==> src/rtl/dmem_arbiter_pkg.sv <==
// dmem_arbiter_pkg: shared types for the data memory arbiter (datapath widths, FSM states, port select, lock counter width)
package dmem_arbiter_pkg;
  typedef logic [31:0] DataPath;
  typedef logic [31:0] DataAddrPath;
  typedef enum logic [1:0] {IDLE, OWN0, OWN1} ArbState;
  typedef enum logic {ARB_PORT0, ARB_PORT1} ArbPortSel;
  localparam int ARB_LOCK_CNT_WIDTH = 8;
endpackage

==> src/rtl/dmem_arb_pick.sv <==
// dmem_arb_pick: combinational winner select for the data memory arbiter
// Ports: req0/req1 requests, rr_ptr round-robin pointer, state arbiter FSM state, gnt one-hot grant vector {port1, port0}
module dmem_arb_pick
  import dmem_arbiter_pkg::*;
#(
  parameter int PRIORITY_MODE = 0
) (
  input  logic       req0,
  input  logic       req1,
  input  ArbPortSel  rr_ptr,
  input  ArbState    state,
  output logic [1:0] gnt
);
  logic w_win1;
  // Port 1 wins alone, or on a tie when round-robin points at it
  assign w_win1 = req1 & (!req0 | (PRIORITY_MODE == 0 && rr_ptr == ARB_PORT1));
  assign gnt = state == OWN0 ? {1'b0, req0} :
               state == OWN1 ? {req1, 1'b0} :
               {w_win1, req0 & !w_win1};
endmodule

==> src/rtl/dmem_arbiter.sv <==
// dmem_arbiter: shares one single-beat data memory between two requesters with optional bounded lock
// Ports: clk, rst (async, active-low); per port reqN/weN/addrN/wdataN/lockN in, gntN/rvalidN/rdataN out;
//        memAddr/memDataIn/memWrEnable to memory, memDataOut from memory; lockTimeout pulses on forced release
module dmem_arbiter
  import dmem_arbiter_pkg::*;
#(
  parameter int PRIORITY_MODE   = 0,
  parameter int MAX_LOCK_CYCLES = 16
) (
  input  logic        clk,
  input  logic        rst,
  input  logic        req0,
  input  logic        req1,
  input  logic        we0,
  input  logic        we1,
  input  DataAddrPath addr0,
  input  DataAddrPath addr1,
  input  DataPath     wdata0,
  input  DataPath     wdata1,
  input  logic        lock0,
  input  logic        lock1,
  output logic        gnt0,
  output logic        gnt1,
  output logic        rvalid0,
  output logic        rvalid1,
  output DataPath     rdata0,
  output DataPath     rdata1,
  output DataAddrPath memAddr,
  output DataPath     memDataIn,
  output logic        memWrEnable,
  input  DataPath     memDataOut,
  output logic        lockTimeout
);
  localparam logic [ARB_LOCK_CNT_WIDTH-1:0] LOCK_MAX = ARB_LOCK_CNT_WIDTH'(MAX_LOCK_CYCLES);
  ArbState                       r_state;
  ArbPortSel                     r_rr_ptr;
  logic [ARB_LOCK_CNT_WIDTH-1:0] r_lock_cnt;
  logic [1:0]                    r_rvalid;
  logic                          r_lock_timeout;
  logic [1:0]                    w_pick;
  logic [1:0]                    w_gnt;
  logic                          w_forced;
  logic                          w_lock;
  logic                          w_own_lock;
  dmem_arb_pick #(.PRIORITY_MODE(PRIORITY_MODE)) u_pick (
    .req0   (req0),
    .req1   (req1),
    .rr_ptr (r_rr_ptr),
    .state  (r_state),
    .gnt    (w_pick)
  );
  // The forced-release cycle grants nothing so the owner cannot sneak one more access in
  assign w_forced    = r_state != IDLE && r_lock_cnt == LOCK_MAX;
  assign w_gnt       = (rst && !w_forced) ? w_pick : 2'b00;
  assign gnt0        = w_gnt[0];
  assign gnt1        = w_gnt[1];
  assign w_lock      = w_gnt[1] ? lock1 : lock0;
  assign w_own_lock  = r_state == OWN1 ? lock1 : lock0;
  assign memAddr     = w_gnt[1] ? addr1 : w_gnt[0] ? addr0 : '0;
  assign memDataIn   = w_gnt[1] ? wdata1 : w_gnt[0] ? wdata0 : '0;
  assign memWrEnable = w_gnt[1] ? we1 : w_gnt[0] ? we0 : 1'b0;
  assign rvalid0     = r_rvalid[0];
  assign rvalid1     = r_rvalid[1];
  assign rdata0      = memDataOut;
  assign rdata1      = memDataOut;
  assign lockTimeout = r_lock_timeout;
  always_ff @(posedge clk or negedge rst) begin
    if (!rst) begin
      r_state        <= IDLE;
      r_rr_ptr       <= ARB_PORT0;
      r_lock_cnt     <= '0;
      r_rvalid       <= 2'b00;
      r_lock_timeout <= 1'b0;
    end else begin
      r_rvalid       <= {w_gnt[1] & req1 & !we1, w_gnt[0] & req0 & !we0};
      r_lock_timeout <= w_forced;
      if (w_forced) begin
        r_state    <= IDLE;
        r_lock_cnt <= '0;
        r_rr_ptr   <= r_state == OWN0 ? ARB_PORT1 : ARB_PORT0;
      end else if (|w_gnt) begin
        r_rr_ptr   <= w_gnt[0] ? ARB_PORT1 : ARB_PORT0;
        r_state    <= w_lock ? (w_gnt[0] ? OWN0 : OWN1) : IDLE;
        r_lock_cnt <= w_lock ? r_lock_cnt + 8'd1 : '0;
      end else if (r_state != IDLE) begin
        // Owner idles: a held lock keeps ownership and still counts toward the timeout
        r_state    <= w_own_lock ? r_state : IDLE;
        r_lock_cnt <= w_own_lock ? r_lock_cnt + 8'd1 : '0;
      end
    end
  end
endmodule

==> config.mk <==
export PLATFORM = sky130hd
export DESIGN_NAME = dmem_arbiter
export DESIGN_NICKNAME = d
export VERILOG_FILES = /design/src/rtl/dmem_arbiter_pkg.sv /design/src/rtl/dmem_arb_pick.sv /design/src/rtl/dmem_arbiter.sv
export SDC_FILE = /design/constraint.sdc
export NUM_CORES = 1
export LEC_CHECK = 0
export ABC_AREA = 1
export CAP_MARGIN = 20
export CORE_AREA = 4 4 116 118
export DETAILED_ROUTE_END_ITERATION = 10
export DIE_AREA = 0 0 120 122
export PLACE_DENSITY_LB_ADDON = 0.2
export REMOVE_ABC_BUFFERS = 1
export SLEW_MARGIN = 20
export SYNTH_ARGS = -nofsm -noshare
export SYNTH_HDL_FRONTEND = slang
export SYNTH_SLANG_ARGS = --single-unit
export TNS_END_PERCENT = 50
==> constraint.sdc <==
create_clock -name clk -period 3.49 [get_ports clk]
set_input_delay 1.047 -clock clk [delete_from_list [all_inputs] [get_ports clk]]
set_output_delay 1.047 -clock clk [all_outputs]
set_load 0.03 [all_outputs]
==> summary.txt <==
Run status
  • Status: finished clean

Logic synthesis
  • Dominant cells by area after synthesis: a22o_1, buf_4, dfrtp_1
  • Library cells used by synthesis: 23
  • Area share of xor/xnor cells in the synthesized design: 0
  • Largest family of logic cells by synthesized area: buffers and inverters
  • Area leader, netlist: a22o_1
  • Top-area cell type share of the netlist area: 0.256
  • Post-synthesis instance total: approximately 290
  • Seq cells post-synth: 14
  • Sequential fraction of the synthesis area: 0.160
  • Ys Warns: 0
  • Synth Area in Adders: 0.0114
  • Compound-Gate Fraction of Synth Area: 0.287
  • Post-Synth Simple-Gate Area: 0.216
  • Average size of a mapped cell: 7.46 µm²
  • Mapped Area: ~0.0022 mm²
  • Mux cell area share after synthesis: 0

Floorplan
  • Chip height: between 100 and 150 µm
  • Core ar.: between 0.01 and 0.015 mm²
  • I/O pin total: 302
  • Starting density of the core: 0.176
  • Die X: 120 µm
  • Core Rows: between 40 and 50
  • Die ar.: between 0.01 and 0.015 mm²

STA
  • Worst hold slack: between 0.5 and 0.6 ns
  • Min Clock Period, post-route: 3.36 ns
  • Worst Skew: roughly 0.0014 ns
  • Finish-stage setup viols: 0
  • Final hold vios: 0
  • Fmax: 297 MHz
  • Rel. slew slack: 0.763
  • Final worst path period share: 0.964
  • Least-Margin Pin Slew: 0.354 ns
  • Slew Limit Fails: 0

Placed design
  • Final RePlAce weighted congestion: approximately 0.77
  • Dpl hpwl: 10400 µm
  • Area after DPL: between 0.003 and 0.004 mm²
  • PortBufs: about 200

Clock tree
  • H-Tree Level Count: 1
  • Hold_buf cts: 0
  • CTS tree: yes
  • Clock buffer depth: 2
  • Clock Latency Late Sink: roughly 0.25 ns
  • Clock Pin Slew Worst Setup and Hold Paths: ~0.05 ns
  • CTS buffer count: 3
  • Root buffer selected by CTS: clkbuf_16
  • Clock sink total: 14

Cells and area
  • Share of layout cells above drive strength 1: 0.254
  • Post-layout utilization of the core: 0.332
  • Fin nets: 616
  • Layout fillers: about 1300
  • Reg area: 350 µm²
  • Area delta synth->final: 88.8%
  • Post-Layout Inst Area: approximately 0.0041 mm²
  • N_diodes: 0
  • Area of the multi-input gates: roughly 0.0012 mm²

Global routing
  • First-pass GRT wire length: ~17000 µm
  • Initial antenna violation count: 0
  • Vias in the first global route: 2622
  • Overflow after GRT: 0
  • Largest net degree at the start of global routing: 34
  • Overall Global Routing Usage: 0.157

Critical path
  • Crit Path Class: input port to primary output
  • Startpoint types: input port
  • Cell chain of the critical path: clkdlybuf4s15_1, nand3_2, nand2_2, nand2_2, nor2_4, buf_12, buf_4, nor2_1, nor3_4, buf_6
  • Crit end category: primary output
  • Slowest CP cell: clkdlybuf4s15_1
  • Critical path required time: between 2 and 2.5 ns
  • Delay of the slowest critical-path stage: 0.23 ns
  • Critical path peak fanout: 4
  • Arr. time, crit path: 2.32 ns
  • Crit path top cell by count: nand2_2

Run
  • # Max-Cap Violations: 0

Power and ir drop
  • Worst VDD drop: ~170 µV
  • Pwr dens: between 300 and 400 mW/mm²
  • Pleak: around 1.9 nW

Routing
  • DR vias: 2732
  • WL final: ~13000 µm
  • Wire per inst: approximately 21 µm
  • ANT nets after route: 0
  • DR vias/cell: between 4 and 5
  • Starting DRT DRC Count: about 140
  • DRC: 0
  • 1st-pass router iterations: 4

Worst hold path
  • Worst min path class: register to register
## cell usage in the layout, fill, tap and decap left out
master           Yosys  routed
a21oi_4              1       1
nand2_1             45      43
clkdlybuf4s50_1      0     135
clkdlybuf4s15_1      0       2
nand2_2              2       4
nor2_4               1       3
buf_12               0       5
nand3_1             22      21
nor2_2               6       4
buf_6               10      17
o21ai_1              3       3
dfrtp_1             14      14
nand3_4              2       2
a22o_1              64      64
dlygate4sd2_1        0       1
buf_16               0       2
ha_1                 2       2
o21ai_0              6       6
clkbuf_8             0       1
buf_4               64      62
nand3_2              1       2
inv_1               23      23
nand4_1              3       3
o211ai_1             1       1
inv_2                4       4
nand2_4              1       1
bufbuf_16            0       1
nor2_1              14      14
clkbuf_16            0       3
nor3_4               0       1
## cell usage after synthesis (all sizes together)
cell,number
nor2,21
o21ai,9
ha,2
nand4,3
o211ai,1
inv,27
a21oi,1
a22o,64
nand3,25
nand2,48
nor3,1
dfrtp,14
buf,78
## repair_timing
action	4_1_cts	5_1_grt
endpoints found under the setup margin	66	2
resized for setup	26	3
pin swaps	6	3
buffers inserted	3	0
cloned	2	0
## path summary, 6_finish.rpt
path / from / slack (ns) / end / cells past startpoint
min in group asynchronous: rst / 1.14 / r_lock_cnt[3]$_DFFE_PN0P_ / 3
hold reg to reg: r_lock_cnt[3]$_DFFE_PN0P_ / 0.54 / r_lock_cnt[3]$_DFFE_PN0P_ / 2
max in group asynchronous: rst / 2.16 / r_lock_cnt[2]$_DFFE_PN0P_ / 3
setup / recovery: req1 / 0.13 / memWrEnable / 10
hold / removal: r_lock_cnt[3]$_DFFE_PN0P_ / 0.54 / r_lock_cnt[3]$_DFFE_PN0P_ / 2
setup reg to reg: r_lock_cnt[0]$_DFFE_PN0P_ / 1.28 / r_lock_cnt[0]$_DFFE_PN0P_ / 14
## kinds of logic after synthesis
logic type | after synthesis
flops | 14
compound gates | 75
buf+inv | 105
simple gates | 98
fa+ha+maj | 2
## flip-flops by register name, indices dropped and copies added (netlist names)
| signal | count |
|---|---|
| r_state | 2 |
| r_lock_cnt | 8 |
| lockTimeout | 1 |
| r_rvalid | 2 |
| r_rr_ptr | 1 |
## layout make-up
class,count,area share
Inverter,27,0.0245
Sequential cell,14,0.0846
Multi-Input combinational cell,175,0.280
Tap cell,172,0.0520
Clock buffer,4,0.0215
Timing Repair Buffer,225,0.537
## layer usage
layer  vias up  GRT usage  part of all wire
li1       1259          -                 -
met1      1274      0.185              0.39
met2       182      0.247              0.47
met3        15     0.0896              0.13
met4         2     0.0272             0.012
met5         -     0.0521            0.0027
## critical path: cells and delay by family
kind / cells / cell delay, ns
AND/OR/NAND/NOR: 6 / 0.64
buffers and inverters: 4 / 0.63
## through the flow
stage	total power, W	TNS (ns)	cells	setup WS [ns]
after floorplan	0.000722	-58.15	216	-1.17
after global placement	0.00113	-7.52	608	-0.265
after detailed placement	0.00113	-8.93	608	-0.278
after CTS	0.00144	0	617	0.0126
after global routing	0.00152	-0.00396	617	-0.00396
final	0.00143	0	617	0.125
## where the power goes
group	total, W	leakage [nW]	internal (W)	switching [W]
clock network	0.000252	0.0442	0.000174	0.0000780
logic	0.000923	1.66	0.000439	0.000484
registers	0.000252	0.186	0.000204	0.0000475
total	0.00143	1.89	0.000817	0.000610
Power figures use the tool's default switching activity.
